$ cat config.mk
export PLATFORM = sky130hd
export DESIGN_NAME = sprite_line_evaluator
export DESIGN_NICKNAME = d
export VERILOG_FILES = /design/src/rtl/sprite_line_evaluator.sv
export SDC_FILE = /design/constraint.sdc
export NUM_CORES = 1
export LEC_CHECK = 0
export CORE_MARGIN = 4
export CORE_UTILIZATION = 60
export CTS_BUF_LIST = sky130_fd_sc_hd__clkbuf_4 sky130_fd_sc_hd__clkbuf_8
export DETAILED_ROUTE_END_ITERATION = 10
export DONT_BUFFER_PORTS = 1
export PLACE_DENSITY = 0.76
export SLEW_MARGIN = 20
export SYNTH_ARGS = -nofsm -noshare
export SYNTH_HDL_FRONTEND = slang
export SYNTH_SLANG_ARGS = --single-unit
export TNS_END_PERCENT = 1
$ cat constraint.sdc
create_clock -name clk -period 4.8 [get_ports clk]
set_input_delay 0.72 -clock clk [delete_from_list [all_inputs] [get_ports clk]]
set_output_delay 0.72 -clock clk [all_outputs]
set_load 0.1 [all_outputs]
$ cat src/rtl/sprite_line_evaluator.sv
// Sprite line evaluator: during h-blank, scans the object table for the next line and builds a slot list of up to MAX_SLOTS sprites.
// Latency: launch at hcount==EVAL_START, DONE is reached MAX_OBJECTS+2 clks later; the list becomes visible the clk after hcount wraps to 0.
// Backpressure: none; an evaluation still running at the swap is aborted and flagged via eval_late. Optional macro: SPRITE_LINE_EVAL_STATS_EN.
module sprite_line_evaluator #(
  parameter int MAX_OBJECTS   = 100,
  parameter int MAX_SLOTS     = 8,
  parameter int SPRITE_HEIGHT = 32,
  parameter int EVAL_START    = 1280,
  parameter int V_TOTAL       = 525
) (
  input  logic                    clk,
  input  logic                    reset,
  input  logic [10:0]             hcount,
  input  logic [9:0]              vcount,
  output logic [6:0]              obj_rd_idx,
  input  logic [29:0]             obj_rd_data,
  output logic [MAX_SLOTS-1:0]    slot_valid,
  output logic [MAX_SLOTS*12-1:0] slot_x,
  output logic [MAX_SLOTS*5-1:0]  slot_row,
  output logic [MAX_SLOTS*5-1:0]  slot_sprite,
  output logic [3:0]              slot_count,
  output logic                    line_ovf,
  output logic                    eval_late
`ifdef SPRITE_LINE_EVAL_STATS_EN
  ,
  output logic [7:0]              ovf_lines
`endif
);

  localparam int SLOTW = (MAX_SLOTS > 1) ? $clog2(MAX_SLOTS) : 1;
  localparam logic [3:0] SLOTS4 = 4'(MAX_SLOTS);

  typedef enum logic [1:0] {IDLE, SCAN, DRAIN, DONE} state_t;

  state_t state, state_nxt;
  logic [10:0] hcount_q;
  logic [9:0]  next_line;
  logic        data_vld;
  logic        launch, swap, scanning, hit;
  logic [12:0] obj_y13, line13, y_end, row_diff;

  // back bank (being built) and front bank (driving outputs)
  logic [MAX_SLOTS-1:0][11:0] back_x, front_x;
  logic [MAX_SLOTS-1:0][4:0]  back_row, front_row;
  logic [MAX_SLOTS-1:0][4:0]  back_spr, front_spr;
  logic [MAX_SLOTS-1:0]       back_valid;
  logic [3:0]                 back_count;
  logic                       back_ovf;

  assign launch   = (hcount == 11'(EVAL_START));
  assign swap     = (hcount == 11'd0) && (hcount_q != 11'd0);
  assign scanning = (state == SCAN) || (state == DRAIN);

  assign slot_x      = front_x;
  assign slot_row    = front_row;
  assign slot_sprite = front_spr;

  // hit test in 13-bit unsigned math so y+SPRITE_HEIGHT never wraps
  always_comb begin
    obj_y13  = {1'b0, obj_rd_data[17:6]};
    line13   = {3'b000, next_line};
    y_end    = obj_y13 + 13'(SPRITE_HEIGHT);
    row_diff = line13 - obj_y13;
    hit      = data_vld && scanning && obj_rd_data[0] &&
               (line13 >= obj_y13) && (line13 < y_end);
  end

  // next-state logic; the line swap always wins and aborts any evaluation
  always_comb begin
    state_nxt = state;
    case (state)
      IDLE:    if (launch) state_nxt = SCAN;
      SCAN:    if (obj_rd_idx == 7'd0) state_nxt = DRAIN;
      DRAIN:   state_nxt = DONE;
      DONE:    state_nxt = DONE;
      default: state_nxt = IDLE;
    endcase
    if (swap) state_nxt = IDLE;
  end

  // state register, hcount edge detector, read index and read-data pipeline
  always_ff @(posedge clk) begin
    if (reset) begin
      state      <= IDLE;
      hcount_q   <= 11'd0;
      obj_rd_idx <= 7'd0;
      next_line  <= 10'd0;
      data_vld   <= 1'b0;
    end else begin
      state    <= state_nxt;
      hcount_q <= hcount;
      data_vld <= (state == SCAN) && !swap;
      if (swap) begin
        obj_rd_idx <= 7'd0;
      end else if (state == IDLE && launch) begin
        obj_rd_idx <= 7'(MAX_OBJECTS - 1);
        next_line  <= (vcount == 10'(V_TOTAL - 1)) ? 10'd0 : vcount + 10'd1;
      end else if (state == SCAN && obj_rd_idx != 7'd0) begin
        obj_rd_idx <= obj_rd_idx - 7'd1;
      end
    end
  end

  // back bank: cleared at launch, filled in scan order (highest index first)
  always_ff @(posedge clk) begin
    if (reset || (state == IDLE && launch)) begin
      back_x     <= '0;
      back_row   <= '0;
      back_spr   <= '0;
      back_valid <= '0;
      back_count <= 4'd0;
      back_ovf   <= 1'b0;
    end else if (hit && !swap) begin
      if (back_count < SLOTS4) begin
        back_x[back_count[SLOTW-1:0]]     <= obj_rd_data[29:18];
        back_row[back_count[SLOTW-1:0]]   <= row_diff[4:0];
        back_spr[back_count[SLOTW-1:0]]   <= obj_rd_data[5:1];
        back_valid[back_count[SLOTW-1:0]] <= 1'b1;
        back_count                        <= back_count + 4'd1;
      end else begin
        back_ovf <= 1'b1;
      end
    end
  end

  // front bank: only changes at the swap, so it is stable for a whole line
  always_ff @(posedge clk) begin
    if (reset) begin
      front_x    <= '0;
      front_row  <= '0;
      front_spr  <= '0;
      slot_valid <= '0;
      slot_count <= 4'd0;
      line_ovf   <= 1'b0;
      eval_late  <= 1'b0;
    end else if (swap) begin
      if (state == DONE) begin
        front_x    <= back_x;
        front_row  <= back_row;
        front_spr  <= back_spr;
        slot_valid <= back_valid;
        slot_count <= back_count;
        line_ovf   <= back_ovf;
        eval_late  <= 1'b0;
      end else begin
        front_x    <= '0;
        front_row  <= '0;
        front_spr  <= '0;
        slot_valid <= '0;
        slot_count <= 4'd0;
        line_ovf   <= 1'b0;
        eval_late  <= scanning;
      end
    end
  end

`ifdef SPRITE_LINE_EVAL_STATS_EN
  logic new_ovf;
  assign new_ovf = (state == DONE) && back_ovf;

  // per-frame saturating count of overflowed lines; restarts when line 0 is shown
  always_ff @(posedge clk) begin
    if (reset) begin
      ovf_lines <= 8'd0;
    end else if (swap) begin
      if (vcount == 10'd0)
        ovf_lines <= {7'd0, new_ovf};
      else if (new_ovf && ovf_lines != 8'hFF)
        ovf_lines <= ovf_lines + 8'd1;
    end
  end
`endif

endmodule
==> impl_metrics.json, run 1 <==
{
  "path_class": "reg -> reg",
  "cts_sinks": 410,
  "clkTransAtPathRegs_ns": 0.06,
  "stdcell_area_sq_mm": 0.0154,
  "max-vdd-ir-drop_uv": 239,
  "syn-num-nets": 1430,
  "dr_wl_met2_um": 16000,
  "num_antenna_cells": 0,
  "clk_latency_ns": 0.60,
  "critPathArrivalTime_ns": 4.04,
  "rsz0062_at_grt": "no",
  "drt_iter0_markers": 825,
  "drc": 0,
  "fin_crit_sh": 0.744,
  "ff2ff_path_depth": 11,
  "leakage_uw": 0.00601,
  "worst_slew_pin_slew_ns": 1.11,
  "syn_area_per_cell_sq_um": 10.3,
  "ys_seq_elements": 410,
  "hp-class": "in -> reg",
  "worstReg2RegEnd": "back_x[44]$_SDFFE_PP0P_",
  "rrSetupSlack_ns": 1.23,
  "rows": 55,
  "layoutNonFillerInstCount": 1653,
  "ys_seq_area_frac": 0.589,
  "synth_area_sq_mm": 0.0139,
  "drive_gt1_frac": 0.0958,
  "chipWidth_um": 160,
  "crit_required_ns": 5.27,
  "die_h_um": 160,
  "fp.dieArea_sq_mm": 0.0257,
  "grt_pass1_vias": 9427,
  "dr.max_layer_used": "met4",
  "holdPathStages": 1,
  "drt-total-wl_um": 33500,
  "antenna_found_initial": 0,
  "synth_edf_count": 0,
  "slew_viol_final": 0,
  "grt_pass1_wl_um": 53100,
  "regToRegStartpoint": "next_line[0]$_SDFFE_PP0P_",
  "wl_met1_um": 13700,
  "end_kind": "flip-flop",
  "clockBufferDepth": 3,
  "timing.hold.ws_ns": 0.196,
  "holdBufCountCts": 0,
  "relSlewSlack": 0.261,
  "grt_max_degree": 107,
  "routedWlPerCell_um": 20.3,
  "coreArea_sq_mm": 0.0227,
  "nNetsFinal": 1406,
  "via_per_inst": 6.02,
  "path_buf_inv": 2,
  "async_flop_share": 0,
  "gp_congestion": 0.845,
  "p_per_area_mw_per_mm2": 422,
  "cts_setup_buffers": 0,
  "cp-start-kind": "flip-flop",
  "synth_warnings": 0,
  "ant_nets": 0,
  "num_io_pins": 250,
  "cp_max_fo": 28,
  "dpl.hpwl_um": 21800,
  "final_cell_mix": "dfxtp_1 (410), a22o_1 (189), nand3_1 (144)",
  "grt_overflow": 0,
  "met3RoutedLength_um": 2820,
  "drtPass1Iterations": 6,
  "synthCells": 1350,
  "dp_cells": 1547,
  "cts.repair.resized": 0,
  "clock_skew_ns": 0.0247,
  "clock.fmax_mhz": 280,
  "slowest_stage": "nand4_1",
  "setup_slack_ns": 1.23,
  "hold_start": "reset",
  "grt_util_all_layers": 0.252,
  "root_buffer": "clkbuf_8",
  "finalSetupViolCount": 0,
  "fin_crit_ns": 3.57,
  "min_to": "hcount_q[8]$_SDFF_PP0_",
  "yosysUniqueCellTypes": 45,
  "cts_htree_levels": 2,
  "crit_chain": "inv_1, ha_1, fa_1, nand2b_1, a21oi_1, a41o_1, a211o_1, nand4_1, buf_12, nand3_1, o21ai_0",
  "cp_top_family": "simple AND/OR/NAND/NOR gates",
  "layout_commonest_cell": "dfxtp_1",
  "cpPeakStageDelay_ns": 0.90,
  "cts_tree": "built",
  "post-place-ws_ns": 0.899,
  "place_area_sq_mm": 0.0141,
  "hold_viol_final": 0,
  "start_util": 0.614,
  "fin_tns_setup_ns": 0,
  "cts_inserted_buffers": 61,
  "synth-main-ff-cell": "dfxtp_1",
  "status": "complete, no violations",
  "port_buffers": 0,
  "drv_cap": 0,
  "area.growth.synth_to_final_pct": 10.5,
  "vias": 9952
}
==> layout make-up <==
class / count / area (sq um)
Timing Repair Buffer: 17 / 198
Fill cell: 1734 / 7310
Inverter: 23 / 86.3
Clock inverter: 8 / 100
Tap cell: 285 / 357
Clock buffer: 97 / 1200
Sequential cell: 410 / 8210
Multi-Input combinational cell: 813 / 5240
==> stage by stage <==
stage               total power (uW)   util
floorplan                       3580      -
global placement                3620  0.619
detailed placement              3630  0.619
CTS                             6540  0.677
global route                    6720  0.678
finish                          6500  0.678
==> synthesized netlist by cell type, types with 4 or more instances <==
library cell | n | area share
a21oi_1 | 36 | 0.013
a22o_1 | 189 | 0.12
a22oi_1 | 8 | 0.0043
and3_1 | 4 | 0.0018
and4_1 | 8 | 0.0050
buf_2 | 20 | 0.0072
clkbuf_1 | 80 | 0.022
dfxtp_1 | 410 | 0.59
ha_1 | 26 | 0.023
inv_1 | 23 | 0.0062
mux2i_1 | 24 | 0.017
nand2_1 | 98 | 0.026
nand2b_1 | 10 | 0.0045
nand3_1 | 144 | 0.052
nand4_1 | 10 | 0.0045
nor2_1 | 41 | 0.011
nor2b_1 | 12 | 0.0054
nor3_1 | 12 | 0.0043
o21ai_0 | 139 | 0.050
xnor2_1 | 14 | 0.0088
xor2_1 | 6 | 0.0038
==> logic make-up (layout without fill, tap and decap cells) <==
family / count (synthesis) / after routing / share of synthesized area
flip-flops: 410 / 410 / 0.589
AO/OA/AOI/OAI: 387 / 387 / 0.196
AND/OR/NAND/NOR: 355 / 355 / 0.123
buffers and inverters: 127 / 145 / 0.0371
adder cells (fa/ha/maj): 27 / 27 / 0.0248
multiplexers: 24 / 24 / 0.0172
XOR/XNOR: 20 / 20 / 0.0126
==> worst max-delay path by stage <==
| stage | start | end | slack, ns | cells past startpoint |
|---|---|---|---|---|
| after CTS | next_line[0]$_SDFFE_PP0P_ | back_x[40]$_SDFFE_PP0P_ | 1.26 | 11 |
| after detailed placement | obj_rd_data[6] | back_x[40]$_SDFFE_PP0P_ | 0.90 | 10 |
| after global routing | next_line[0]$_SDFFE_PP0P_ | back_x[43]$_SDFFE_PP0P_ | 0.92 | 11 |
| final | next_line[0]$_SDFFE_PP0P_ | back_x[44]$_SDFFE_PP0P_ | 1.23 | 11 |
| after global placement | obj_rd_data[6] | back_x[37]$_SDFFE_PP0P_ | 1.03 | 10 |
| after floorplan | obj_rd_data[7] | back_x[48]$_SDFFE_PP0P_ | 1.68 | 11 |
==> metal layers <==
layer | vias to the layer above | global-route usage
met5 | - | 0
met4 | 0 | 0.0884
met3 | 69 | 0.0783
met2 | 352 | 0.412
met1 | 4706 | 0.318
li1 | 4825 | -
==> state kept, by name, summed over array words and instances, names as in the netlist, 2 cells and up <==
| name | count |
|---|---|
| back_count | 4 |
| back_spr | 40 |
| slot_count | 4 |
| back_x | 96 |
| obj_rd_idx | 7 |
| slot_sprite | 40 |
| hcount_q | 11 |
| back_valid | 8 |
| slot_row | 40 |
| slot_valid | 8 |
| slot_x | 96 |
| state | 2 |
| next_line | 10 |
| back_row | 40 |
==> where the power goes <==
group          switching, uW  internal [uW]  total [uW]
Sequential              2.13           3410        3410
Combinational            111           32.6         143
Clock                   1260           1690        2940
No activity file was read; power rests on OpenSTA's default activity.
==> inputs of run 2 (changes only) <==
Clock period 4.8 ns to 3.3 ns, I/O delays scaled along.
==> run 2 against run 1 <==
Effect of this change:
- sequential power up 45%
- setup slack worse by 0.93 ns
- utilization up 1.2 points
- cell count up 1.8%
- routed wire length up 0.90%
- highest routed layer unchanged
==> impl_metrics.json, run 2 (synthesized netlist as in run 1, its figures left out) <==
{
  "status": "complete, no violations",
  "clockBufferDepth": 3,
  "rsz0062_at_grt": "no",
  "coreArea_sq_mm": 0.0227,
  "critPathArrivalTime_ns": 3.46,
  "drtPass1Iterations": 5,
  "clk_latency_ns": 0.59,
  "max-vdd-ir-drop_uv": 301,
  "layoutNonFillerInstCount": 1682,
  "fin_tns_setup_ns": 0,
  "gp_congestion": 0.877,
  "timing.hold.ws_ns": 0.0421,
  "fill_cells": 1661,
  "start_util": 0.614,
  "via_per_inst": 6.01,
  "fin_crit_sh": 0.909,
  "finalSetupViolCount": 0,
  "dr_wl_met2_um": 15800,
  "final_cell_mix": "dfxtp_1 (410), a22o_1 (189), nand3_1 (144)",
  "slowest_stage": "a311oi_4",
  "grt_pass1_wl_um": 53500,
  "root_buffer": "clkbuf_8",
  "drc": 0,
  "clkTransAtPathRegs_ns": 0.06,
  "end_kind": "flip-flop",
  "cts_htree_levels": 2,
  "cts_sinks": 410,
  "p_per_area_mw_per_mm2": 606,
  "slew_viol_final": 0,
  "cts_setup_buffers": 0,
  "drv_cap": 0,
  "cpPeakStageDelay_ns": 0.59,
  "cts_tree": "built",
  "clock.fmax_mhz": 333,
  "cp_max_fo": 16,
  "ant_nets": 0,
  "die_h_um": 160,
  "worst_slew_pin_slew_ns": 1.07,
  "num_antenna_cells": 0,
  "dpl.hpwl_um": 22300,
  "antenna_found_initial": 0,
  "grt_overflow": 0,
  "drt_iter0_markers": 736,
  "drt-total-wl_um": 33800,
  "rows": 55,
  "fp.dieArea_sq_mm": 0.0257,
  "final_util": 0.689,
  "cp-start-kind": "flip-flop",
  "layout_commonest_cell": "dfxtp_1",
  "post-place-ws_ns": 0.282,
  "crit_required_ns": 3.76,
  "leakage_uw": 0.00615,
  "relSlewSlack": 0.289,
  "clock_skew_ns": 0.0136,
  "fin_crit_ns": 3.00,
  "multiInputGateArea_sq_mm": 0.00524,
  "grt_util_all_layers": 0.254,
  "cts.repair.resized": 0,
  "nNetsFinal": 1426,
  "path_class": "reg -> reg",
  "port_buffers": 0,
  "met3RoutedLength_um": 3050,
  "hold_viol_final": 0,
  "dp_cells": 1566,
  "setup_slack_ns": 0.299,
  "holdBufCountCts": 1,
  "drive_gt1_frac": 0.114,
  "dr.max_layer_used": "met4",
  "chipWidth_um": 160,
  "area.growth.synth_to_final_pct": 12.4,
  "routedWlPerCell_um": 20.1,
  "hp-class": "in -> reg",
  "cts_inserted_buffers": 61,
  "crit_chain": "nor4_1, a311oi_1, and3_1, a311oi_4, nand4b_2, or3_2, buf_4, mux2i_1",
  "grt_pass1_vias": 9702,
  "wl_met1_um": 13800,
  "vias": 10100,
  "seq_area_sq_mm": 0.00821,
  "grt_max_degree": 89,
  "num_io_pins": 250
}
-- run 2: through the flow --
stage | cell area (sq um) | power [uW]
floorplan | 13900 | 5210
global placement | 14300 | 5280
detailed placement | 14300 | 5280
CTS | 15600 | 9550
global route | 15700 | 9810
finish | 15700 | 9490
-- run 2: path summary, 6_finish.rpt --
| check | startpoint | slack (ns) | endpoint | depth (start not counted) |
|---|---|---|---|---|
| worst max register to register | hcount_q[2]$_SDFF_PP0_ | 0.30 | back_x[52]$_SDFFE_PP0P_ | 8 |
| worst min register to register | back_x[95]$_SDFFE_PP0P_ | 0.45 | back_x[95]$_SDFFE_PP0P_ | 2 |
| worst min-delay path | hcount[3] | 0.04 | hcount_q[3]$_SDFF_PP0_ | 1 |
| worst max-delay path | hcount_q[2]$_SDFF_PP0_ | 0.30 | back_x[52]$_SDFFE_PP0P_ | 8 |
-- run 2: cell type report --
class / instances / area share
timing repair buffer: 37 / 0.0264
clock buffer: 106 / 0.0828
sequential: 410 / 0.524
tap: 285 / 0.0228
inverter: 23 / 0.00551
multi-input combinational: 813 / 0.335
clock inverter: 8 / 0.00352
-- run 2: metal layers --
metal  vias up  GRT usage
li1       4864          -
met1      4791      0.320
met2       381      0.405
met3        73     0.0844
met4         0     0.0993
met5         -          0
-- run 2: critical path, delay by kind of cell (launching register included) --
family,cells,cell delay [ns]
buf+inv,1,0.24
compound gates,2,0.82
mux,1,0.15
simple gates,4,1.36
flops,1,0.30
-- run 2: report_power, final --
part           switching (uW)  internal (uW)
Sequential               2.74           4960
Clock                    1840           2460
Combinational             168           53.9
